`src/rtl/mem_wb_stage.sv`:
```
// Memory/writeback stage. It retires ALU results one cycle after accept, and retires loads on the dcache dataOk cycle.
// allowin is combinational: the stage accepts when empty or retiring, so retire and accept can overlap with no bubble.
module mem_wb_stage #(
  parameter int DATA_W = 32,
  parameter int GPR_W  = 5
) (
  input  logic              clk,
  input  logic              rst,
  input  logic              REEXE_valid_w_i,
  output logic              MEM_allowin_w_o,
  input  logic [GPR_W-1:0]  REEXE_writeNum_i,
  input  logic [DATA_W-1:0] REEXE_VAddr_i,
  input  logic [DATA_W-1:0] REEXE_regData_i,
  input  logic              REEXE_isLoad_i,
  input  logic [2:0]        REEXE_loadMode_i,
  input  logic [1:0]        REEXE_loadAddrLow_i,
  input  logic              dcache_dataOk_w_i,
  input  logic [DATA_W-1:0] dcache_rdata_i,
  output logic              MEM_forwardMode_w_o,
  output logic [GPR_W-1:0]  MEM_writeNum_w_o,
  output logic [DATA_W-1:0] MEM_forwardData_w_o,
  output logic              rf_wen_o,
  output logic [GPR_W-1:0]  rf_wnum_o,
  output logic [DATA_W-1:0] rf_wdata_o,
  output logic [DATA_W-1:0] debug_wb_pc_o,
  output logic [31:0]       retireCnt_o
);

  typedef enum logic [1:0] {S_EMPTY, S_WAIT, S_READY} state_t;

  state_t            state;
  logic [GPR_W-1:0]  wnum_q;
  logic [DATA_W-1:0] vaddr_q;
  logic [DATA_W-1:0] regdata_q;
  logic [2:0]        mode_q;
  logic [1:0]        alow_q;
  logic [31:0]       cnt_q;

  logic              retire;
  logic              accept;
  logic [7:0]        byte_sel;
  logic [15:0]       half_sel;
  logic [DATA_W-1:0] load_ext;
  logic [DATA_W-1:0] ret_data;

  assign retire          = (state == S_READY) || ((state == S_WAIT) && dcache_dataOk_w_i);
  assign MEM_allowin_w_o = (state == S_EMPTY) || retire;
  assign accept          = REEXE_valid_w_i && MEM_allowin_w_o;

  always_comb begin
    byte_sel = dcache_rdata_i[7:0];
    case (alow_q)
      2'd1:    byte_sel = dcache_rdata_i[15:8];
      2'd2:    byte_sel = dcache_rdata_i[23:16];
      2'd3:    byte_sel = dcache_rdata_i[31:24];
      default: byte_sel = dcache_rdata_i[7:0];
    endcase
    half_sel = alow_q[1] ? dcache_rdata_i[31:16] : dcache_rdata_i[15:0];
  end

  // Undefined modes 5-7 fall through to the full-word case.
  always_comb begin
    load_ext = dcache_rdata_i;
    case (mode_q)
      3'd0:    load_ext = {{(DATA_W-8){byte_sel[7]}}, byte_sel};
      3'd1:    load_ext = {{(DATA_W-8){1'b0}}, byte_sel};
      3'd2:    load_ext = {{(DATA_W-16){half_sel[15]}}, half_sel};
      3'd3:    load_ext = {{(DATA_W-16){1'b0}}, half_sel};
      default: load_ext = dcache_rdata_i;
    endcase
  end

  // Only loads ever sit in WAIT, so the state alone selects the load path.
  assign ret_data = (state == S_WAIT) ? load_ext : regdata_q;

  always_ff @(posedge clk) begin
    if (rst) begin
      state     <= S_EMPTY;
      wnum_q    <= '0;
      vaddr_q   <= '0;
      regdata_q <= '0;
      mode_q    <= '0;
      alow_q    <= '0;
      cnt_q     <= '0;
    end else begin
      if (retire) cnt_q <= cnt_q + 32'd1;
      if (accept) begin
        wnum_q    <= REEXE_writeNum_i;
        vaddr_q   <= REEXE_VAddr_i;
        regdata_q <= REEXE_regData_i;
        mode_q    <= REEXE_loadMode_i;
        alow_q    <= REEXE_loadAddrLow_i;
        state     <= REEXE_isLoad_i ? S_WAIT : S_READY;
      end else if (retire) begin
        wnum_q <= '0;
        state  <= S_EMPTY;
      end
    end
  end

  assign MEM_forwardMode_w_o = retire;
  assign MEM_writeNum_w_o    = wnum_q;
  assign MEM_forwardData_w_o = ret_data;
  assign rf_wen_o            = retire && (wnum_q != '0);
  assign rf_wnum_o           = wnum_q;
  assign rf_wdata_o          = ret_data;
  assign debug_wb_pc_o       = vaddr_q;
  assign retireCnt_o         = cnt_q;

endmodule
```
`config.mk`:
```
export PLATFORM = sky130hd
export DESIGN_NAME = mem_wb_stage
export DESIGN_NICKNAME = d
export VERILOG_FILES = /design/src/rtl/mem_wb_stage.sv
export SDC_FILE = /design/constraint.sdc
export NUM_CORES = 1
export LEC_CHECK = 0
export BUFFER_PORTS_ARGS = -buffer_cell sky130_fd_sc_hd__buf_4
export CORE_ASPECT_RATIO = 1.5
export CORE_MARGIN = 4
export CORE_UTILIZATION = 51
export DETAILED_ROUTE_END_ITERATION = 10
export PLACE_DENSITY = 0.82
export RECOVER_POWER = 25
export SLEW_MARGIN = 20
export SYNTH_ARGS = -nofsm -noshare
export SYNTH_HDL_FRONTEND = slang
export SYNTH_SLANG_ARGS = --single-unit
```
`constraint.sdc`:
```
create_clock -name clk -period 4.2 [get_ports clk]
set_input_delay 0 -clock clk [delete_from_list [all_inputs] [get_ports clk]]
set_output_delay 0 -clock clk [all_outputs]
set_load 0.02 [all_outputs]
```
== Word level (Yosys, flattened, before mapping) ==
Cells that the tools add are included.

* Memories kept: 0
* Output and inout bits: 141
* Latch bits: 0
* Memory bits (writable): 0
* Bits in registers: 108
* ROM bits: 0

* Reductions and logical operators: 9
* Divide/modulo/power cells: 0
* Muxes and demuxes: 9
* $lt $le $gt $ge: 0
* Shift operators: 0
* Multipliers: 0
* Bitwise logic cells: 0
* $add $sub $neg: 1
* Equal/unequal tests: 8

{| class="wikitable"
|+ Operators with widths
! kind !! number
|-
| one-hot mux 32 bit (4 select lines) || 1
|-
| adder 32 x 1 -> 32 bit (second input constant) || 1
|-
| 2-to-1 mux 32 bit || 1
|-
| one-hot mux 8 bit (3 select lines) || 1
|-
| 2-to-1 mux 16 bit || 1
|-
| 2-to-1 mux 5 bit || 2
|-
| == test 2 bit (second input constant) || 3
|-
| == test 3 x 2 -> 1 bit (second input constant) || 2
|-
| 2-to-1 mux 2 bit || 3
|-
| nonzero test 5 bit || 1
|-
| == test 2 x 1 -> 1 bit (second input constant) || 2
|-
| == test 3 x 1 -> 1 bit (second input constant) || 1
|-
| logical AND 1 bit || 3
|-
| zero test 3 bit || 1
|-
| zero test 2 bit || 1
|-
| logical OR 1 bit || 2
|-
| nonzero test 2 bit || 1
|}

== Logic depth before layout (Yosys ltp) ==
Gate-level depths: netlist of run 1.

* Depth in word-level cells: 6
* Depth in mapped cells: 7
* Mapped depth without buffers: 5

== Least setup slack after synthesis of run 1 ==
No wires, ideal clock.

* Path kind: reg2out
* Start point: reg mode_q[1]
* End point: out rf_wdata_o[7]
* Slack: 2.150 ns
* Stages on the path, launching flop included: 8
* Required time: 4.200 ns
* Arrival time: 2.050 ns
* Buffers on the path: 3
* Cell sequence: dfxtp_1 > clkbuf_1 > nand2b_1 > buf_1 > mux2i_1 > mux2i_1 > o21ai_0 > buf_4

* Longest elaborated chain between the ends: 3
* Elaborated cells on any way between the ends: 6
* Those cells by class: 3 x eq/ne; 2 x mux; 1 x reduce/logical

{| class="wikitable"
|+ RTL lines
! what !! RTL line !! RTL
|-
| start, declared || 35 || <nowiki>logic [2:0] mode_q;</nowiki>
|-
| start signal, assigned || 91 || <nowiki>mode_q <= REEXE_loadMode_i;</nowiki>
|-
| == test 3 x 2 -> 1 bit, or another cell as far along || 64 || <nowiki>case (mode_q)</nowiki>
|-
| one-hot mux 32 bit (4 select lines) * || 64 ||
|-
| 2-to-1 mux 32 bit * || 74 || <nowiki>assign ret_data = (state == S_WAIT) ? load_ext : regdata_q;</nowiki>
|-
| end, declared || 24 || <nowiki>output logic [DATA_W-1:0] rf_wdata_o,</nowiki>
|}

Mark *: on every way between the ends. The rest lies on a longest branch, timed or not.

== Final worst setup path of run 1 ==
* Start point: reg alow_q[1]
* End point: out MEM_forwardData_w_o[11]

* Longest elaborated chain between the ends: 4
* Elaborated cells on any way between the ends: 7
* Those cells by class: 3 x eq/ne; 4 x mux

{| class="wikitable"
|+ RTL lines
! what !! RTL line !! RTL
|-
| start, declared || 36 || <nowiki>logic [1:0] alow_q;</nowiki>
|-
| start signal, assigned || 92 || <nowiki>alow_q <= REEXE_loadAddrLow_i;</nowiki>
|-
| == test 2 bit / == test 2 x 1 -> 1 bit (equally long branches) || 52 || <nowiki>case (alow_q)</nowiki>
|-
| one-hot mux 8 bit (3 select lines) || 52 ||
|-
| one-hot mux 32 bit (4 select lines) * || 64 ||
|-
| 2-to-1 mux 32 bit * || 74 ||
|-
| end, declared || 21 || <nowiki>output logic [DATA_W-1:0] MEM_forwardData_w_o,</nowiki>
|}

Marks and branches as above.

==> qor.yml, run 1 <==
hold_violations: 0
finalInstanceArea_mm2: 0.00787
clk_pin_slew_worst_paths_ns: 0.07
holdPathEnd: "retireCnt_o[6]"
worstMarginPinSlew_ns: 0.988
gr-usage-met3_pct: 6.90
area_growth_pct: 44.8
r2r_end: "regdata_q[26]"
power_density_mw_per_mm2: 322
synth_cell_types: 45
grt_use_total_pct: 30.5
fp.dieW_um: 92.3
r2r_setup_slack_ns: 1.86
rsz0062_at_grt: "false"
syn_inst: 728
drc_errors: 0
min_from: "rst"
min_path_type: "input port to flip-flop"
most-common-layout-cells: "buf_4 (192), nand2_1 (177), a21oi_1 (128)"
endpoint_kind: "output pin"
antenna_found_initial: 1
clk_latency_ns: 0.35
ff2ff_path_depth: 5
postCtsSetupRepairBufs: 0
grt_pass1_wl_um: 30700
vdd_ir_drop_max_mv: 0.275
cts_root_buffer: "clkbuf_16"
die_height_um: 134
grt_remaining_overflow: 0
cts_tree: "yes"
gp_congestion: 0.984
worst-path-max-fanout: 12
final_max_slew_viol_count: 0
post-route-util_pct: 76.8
dieArea_mm2: 0.0124
crit_chain: "mux2i_1, mux2i_1, a21oi_1, a21oi_1, buf_4"
firstDrtPassIters: 4
ys_ff_latch: 108
via_per_inst: 5.67
synth_fp_nets: 840
cap_violations: 0
post-route-period-util_pct: 60.1
nets: 1093
holdPathStages: 2
cts_made_buffers: 9
dp_hpwl_um: 13300
grt_max_degree: 114
critPathSlowestCell: "dfxtp_1"
grt_pass1_vias: 6296
std_cell_rows: 45
slew_headroom_pct: 33.9
place_area_mm2: 0.00704
io_buffers: 251
critPathLaunchType: "flip-flop"
initial_core_util_pct: 53.0
final_common_cell: "buf_4"
fmax_mhz: 396
status: "completed"
worst_clock_skew_ns: 0.0119
grt_use_met1_pct: 31.8
setup_viol: 0
p_leak_nw: 3.26
synth_top_flop_cell: "dfxtp_1"
io_pins: 252
syn_area_per_cell_um2: 7.46
synth_area_mm2: 0.00543
critPathMaxStageDelay_ns: 0.57
num_vias: 6390
ant_nets: 0
arrival_ns: 2.53
cts.sinks: 108
clk_path_buf_depth: 2
core-area_mm2: 0.0102
synth-seq-area-share_pct: 39.8
synth_edf_count: 0
rr_startpoint: "state[0]"
wirelength_um: 19600
busiest_layer: "met2"
fin_setup_tns_ns: 0
crit_required_ns: 4.20
yosysWarnings: 0
path_class: "flip-flop to output pin"
drive_gt1_share_pct: 22.3
min_period_ns: 2.53
grt_util_met2_pct: 55.7
drt_iter0_drc: 395
async_reset_ff_share_pct: 0
htree_levels: 3
wl_per_cell_um: 17.4
[logic make-up (layout without fill, tap and decap cells)]
kind of cell	count (synthesis)	in the layout	share of synthesized area (%)
compound gates	193	193	20.2
xor+xnor	9	9	1.45
buf+inv	93	350	9.42
flops	108	108	39.8
mux	12	12	2.33
fa+ha+maj	1	1	0.230
other cells	0	1	0
simple gates	312	312	26.6
[synthesized netlist by cell type, drive strengths merged (2+ instances only)]
master	instances	area (um2)
nor3	3	15.0
dfxtp	108	2160
a22o	7	61.3
and3	6	37.5
o211ai	2	15.0
or4	14	105
a211oi	2	15.0
mux2i	7	70.1
a22oi	7	52.6
o2111ai	2	17.5
or3	12	75.1
nand2	178	671
and3b	8	70.1
nand3	13	65.1
xnor2	3	26.3
mux2	5	56.3
nand4	9	68.8
o21ai	22	114
inv	4	15.0
xor2	6	52.6
nor4	5	31.3
buf	50	350
o31ai	13	97.6
a21oi	128	641
a211o	7	61.3
nand2b	4	25.0
nor2	45	171
nor2b	8	50.1
and4	5	45.0
clkbuf	39	146
[how the worst max path moves through the flow]
stage              start                 endpoint  slack, ns
2_1_floorplan  mode_q[1]            rf_wdata_o[7]       2.15
3_3_place_gp    state[0]            rf_wdata_o[3]       1.99
3_5_place_dp    state[0]   MEM_forwardData_w_o[3]       1.93
4_1_cts         state[0]   MEM_forwardData_w_o[3]       1.55
5_1_grt        mode_q[1]   MEM_forwardData_w_o[3]       1.55
6_report       alow_q[1]  MEM_forwardData_w_o[11]       1.67
[flip-flops by register name, summed over array words and instances, names as in the netlist]
signal / cells
regdata_q: 32
retireCnt_o: 32
MEM_writeNum_w_o: 5
alow_q: 2
state: 2
debug_wb_pc_o: 32
mode_q: 3
[report_power, final]
group | switching (mW) | internal, mW
registers | 0.0356 | 1.07
logic | 0.344 | 0.267
clock network | 0.361 | 0.459
[metrics by stage]
step	power (mW)	hold slack, ns	instances	setup slack [ns]
after floorplan	1.45	0.136	728	2.15
after global placement	1.67	0.246	1035	1.99
after detailed placement	1.68	0.256	1035	1.93
after CTS	2.56	0.211	1126	1.55
after global routing	2.63	0.218	1127	1.55
final	2.53	0.184	1127	1.67
[critical path, delay by kind of cell, from the launching register on]
kind | cells | cell delay (ns)
mux | 2 | 0.55
flops | 1 | 0.57
buf+inv | 1 | 0.24
compound gates | 2 | 0.83
[repair_timing]
item | 4_1_cts | 5_1_grt
endpoints found under the hold margin | 76 | 0
endpoints found under the setup margin | 0 | 0
hold buffers | 76 | 0
gates resized for setup | 0 | 0
[final cells by class]
| cell class | instances | area, um2 |
|---|---|---|
| antenna | 1 | 2.50 |
| tap | 141 | 176 |
| clock inverter | 4 | 51.3 |
| multi-input combinational | 527 | 2780 |
| clock buffer | 11 | 233 |
| inverter | 4 | 15.0 |
| fill | 787 | 2380 |
| timing repair buffer | 331 | 2450 |
| sequential | 108 | 2160 |
[routing by layer]
layer	wire length [um]	part of all wire, %
met4	880	4.5
met3	1460	7.4
met1	6870	35
met2	10400	53
met5	0	0
No activity file was read; power rests on OpenSTA's default activity.
==> run 2: changes to the inputs <==
CORE_UTILIZATION = 43   (was 51)
PLACE_DENSITY = 0.74   (was 0.82)
clock period = 2.3 ns   (was 4.2 ns; I/O delays follow)
==> qor.yml, run 2 (same netlist as run 1, synthesis figures left out) <==
worst_clock_skew_ns: 0.0116  # -0.000333 ns
dieArea_mm2: 0.0145  # +17%
htree_levels: 3  # unchanged
cts_made_buffers: 9  # unchanged
drive_gt1_share_pct: 23.6  # +1.3 points
worst-path-max-fanout: 17  # +5
arrival_ns: 2.17  # -0.36 ns
cts_tree: "yes"
post-route-period-util_pct: 94.3
vdd_ir_drop_max_mv: 0.450  # +64%
io_pins: 252  # unchanged
grt_remaining_overflow: 0  # unchanged
slew_headroom_pct: 48.9  # +15 points
rr_startpoint: "retireCnt_o[0]"
grt_pass1_vias: 5792  # -8.0%
clockPowerShare_pct: 31.9  # -0.5 points
std_cell_rows: 50  # +11%
p_leak_nw: 3.32  # +2.0%
core-area_mm2: 0.0124  # +21%
firstDrtPassIters: 4  # unchanged
clk_pin_slew_worst_paths_ns: 0.08  # about the same
io_buffers: 251  # unchanged
grt_use_total_pct: 24.7  # -5.8 points
initial_core_util_pct: 43.6  # -9.4 points
wl_per_cell_um: 16.7  # -4.4%
status: "completed"
rsz0062_at_grt: "false"
path_class: "flip-flop to output pin"
switchingPower_mw: 1.41  # +90%
intPower_mw: 3.20  # +78%
crit_chain: "mux2i_1, mux2i_1, a21oi_1, buf_4, a21oi_1, buf_4"
setup_viol: 0  # unchanged
cts.sinks: 108  # unchanged
critPathSlowestCell: "dfxtp_1"
fp.dieW_um: 99.8  # +8.1%
cp-startpoint: "alow_q[1]"
min_period_ns: 2.17
wirelength_um: 19200  # -2.1%
drc_errors: 0  # unchanged
grt_pass1_wl_um: 29100  # -5.3%
gp_congestion: 0.863  # -12%
switching_share_pct: 30.5  # +1.3 points
area_growth_pct: 47.2
ant_nets: 0  # unchanged
p_seq_share_pct: 43.5  # about the same
worstMarginPinSlew_ns: 0.767  # -0.221 ns
critPathBufInv: 2  # +1
min_from: "rst"
via_per_inst: 5.32  # -6.2%
final_common_cell: "buf_4"
drt_iter0_drc: 163  # -59%
power_density_mw_per_mm2: 576  # +79%
clk_path_buf_depth: 2  # unchanged
crit_family: "flip-flops"
crit_required_ns: 2.30  # -1.90 ns
dp_cells: 1060  # +2.4%
die_height_um: 146  # +8.4%
grt_max_degree: 72  # -37%
clk_latency_ns: 0.34  # about the same
critPathLaunchType: "flip-flop"
power_frac_comb_pct: 24.5  # +0.4 points
most-common-layout-cells: "buf_4 (201), nand2_1 (177), a21oi_1 (127)"
num_vias: 6135  # -4.0%
hold_violations: 0  # unchanged
final_cells: 1154  # +2.4%
final_max_slew_viol_count: 0  # unchanged
cap_violations: 0  # unchanged
fmax_mhz: 461
cts_root_buffer: "clkbuf_16"
fillers: 1181  # +50%
fin_setup_tns_ns: 0  # unchanged
dp_hpwl_um: 13300  # +0.29%
postCtsSetupRepairBufs: 0  # unchanged
endpoint_kind: "output pin"
critPathMaxStageDelay_ns: 0.57  # about the same
antenna_found_initial: 2  # +1
min_path_type: "input port to flip-flop"
nets: 1103  # +0.91%
==> run 2: cell types whose count changed in the layout (fill, tap and decap cells not counted), sizes merged <==
| cell | change |
|---|---|
| clkinv | +2 |
| inv | +1 |
| bufinv | -1 |
| diode | +1 |
| buf | +11 |
| clkbuf | -2 |
==> run 2: per-layer routing <==
| metal | GRT usage (%) | wire, um | vias to the layer above |
|---|---|---|---|
| li1 | - | - | 3009 |
| met1 | 26.6 | 7000 | 2834 |
| met2 | 44.4 | 10100 | 234 |
| met3 | 5.37 | 1290 | 58 |
| met4 | 12.6 | 796 | 0 |
| met5 | 0 | 0 | - |
==> run 2: repair_timing <==
action                                  CTS  global route
hold buffers                             76             0
endpoints found under the setup margin    0            12
resized for setup                         0             4
hold endpoints to repair                 76             0
==> run 2: cell type report <==
| type | count | area (um2) | share of cell area, % |
|---|---|---|---|
| repair buffers | 341 | 2560 | 32.0 |
| clock buffers | 10 | 229 | 2.86 |
| clock inverters | 6 | 50.0 | 0.626 |
| diodes | 2 | 5.00 | 0.0626 |
| well taps | 156 | 195 | 2.44 |
| inverters | 4 | 15.0 | 0.188 |
| flip-flops and latches | 108 | 2160 | 27.0 |
| multi-input cells | 527 | 2780 | 34.8 |
==> run 2: worst paths after layout <==
| path | endpoint | slack, ns | cells after the start |
|---|---|---|---|
| max | MEM_forwardData_w_o[23] | 0.13 | 6 |
| min | retireCnt_o[10] | 0.21 | 2 |
| max reg2reg | retireCnt_o[20] | 0.34 | 5 |
| min reg2reg | debug_wb_pc_o[8] | 0.46 | 2 |
==> run 2: power groups by stage <==
stage               registers [mW]  logic, mW  clock network, mW
floorplan                     2.08      0.571                  0
global placement              2.04       1.04                  0
detailed placement            2.05       1.05                  0
CTS                           2.00       1.16               1.52
global route                  2.01       1.21               1.58
finish                        2.01       1.13               1.47
==> run 2: per-stage QoR <==
| step | total power [mW] | hold WS, ns | setup WS [ns] | instance area, um2 | util [%] |
|---|---|---|---|---|---|
| 2_1_floorplan | 2.65 | 0.136 | 0.250 | 5430 | - |
| 3_3_place_gp | 3.09 | 0.246 | 0.407 | 7170 | 57.6 |
| 3_5_place_dp | 3.10 | 0.255 | 0.350 | 7170 | 57.6 |
| 4_1_cts | 4.68 | 0.195 | 0.0502 | 8210 | 66.0 |
| 5_1_grt | 4.81 | 0.231 | 0.00278 | 8000 | 64.2 |
| 6_report | 4.61 | 0.209 | 0.130 | 8000 | 64.2 |
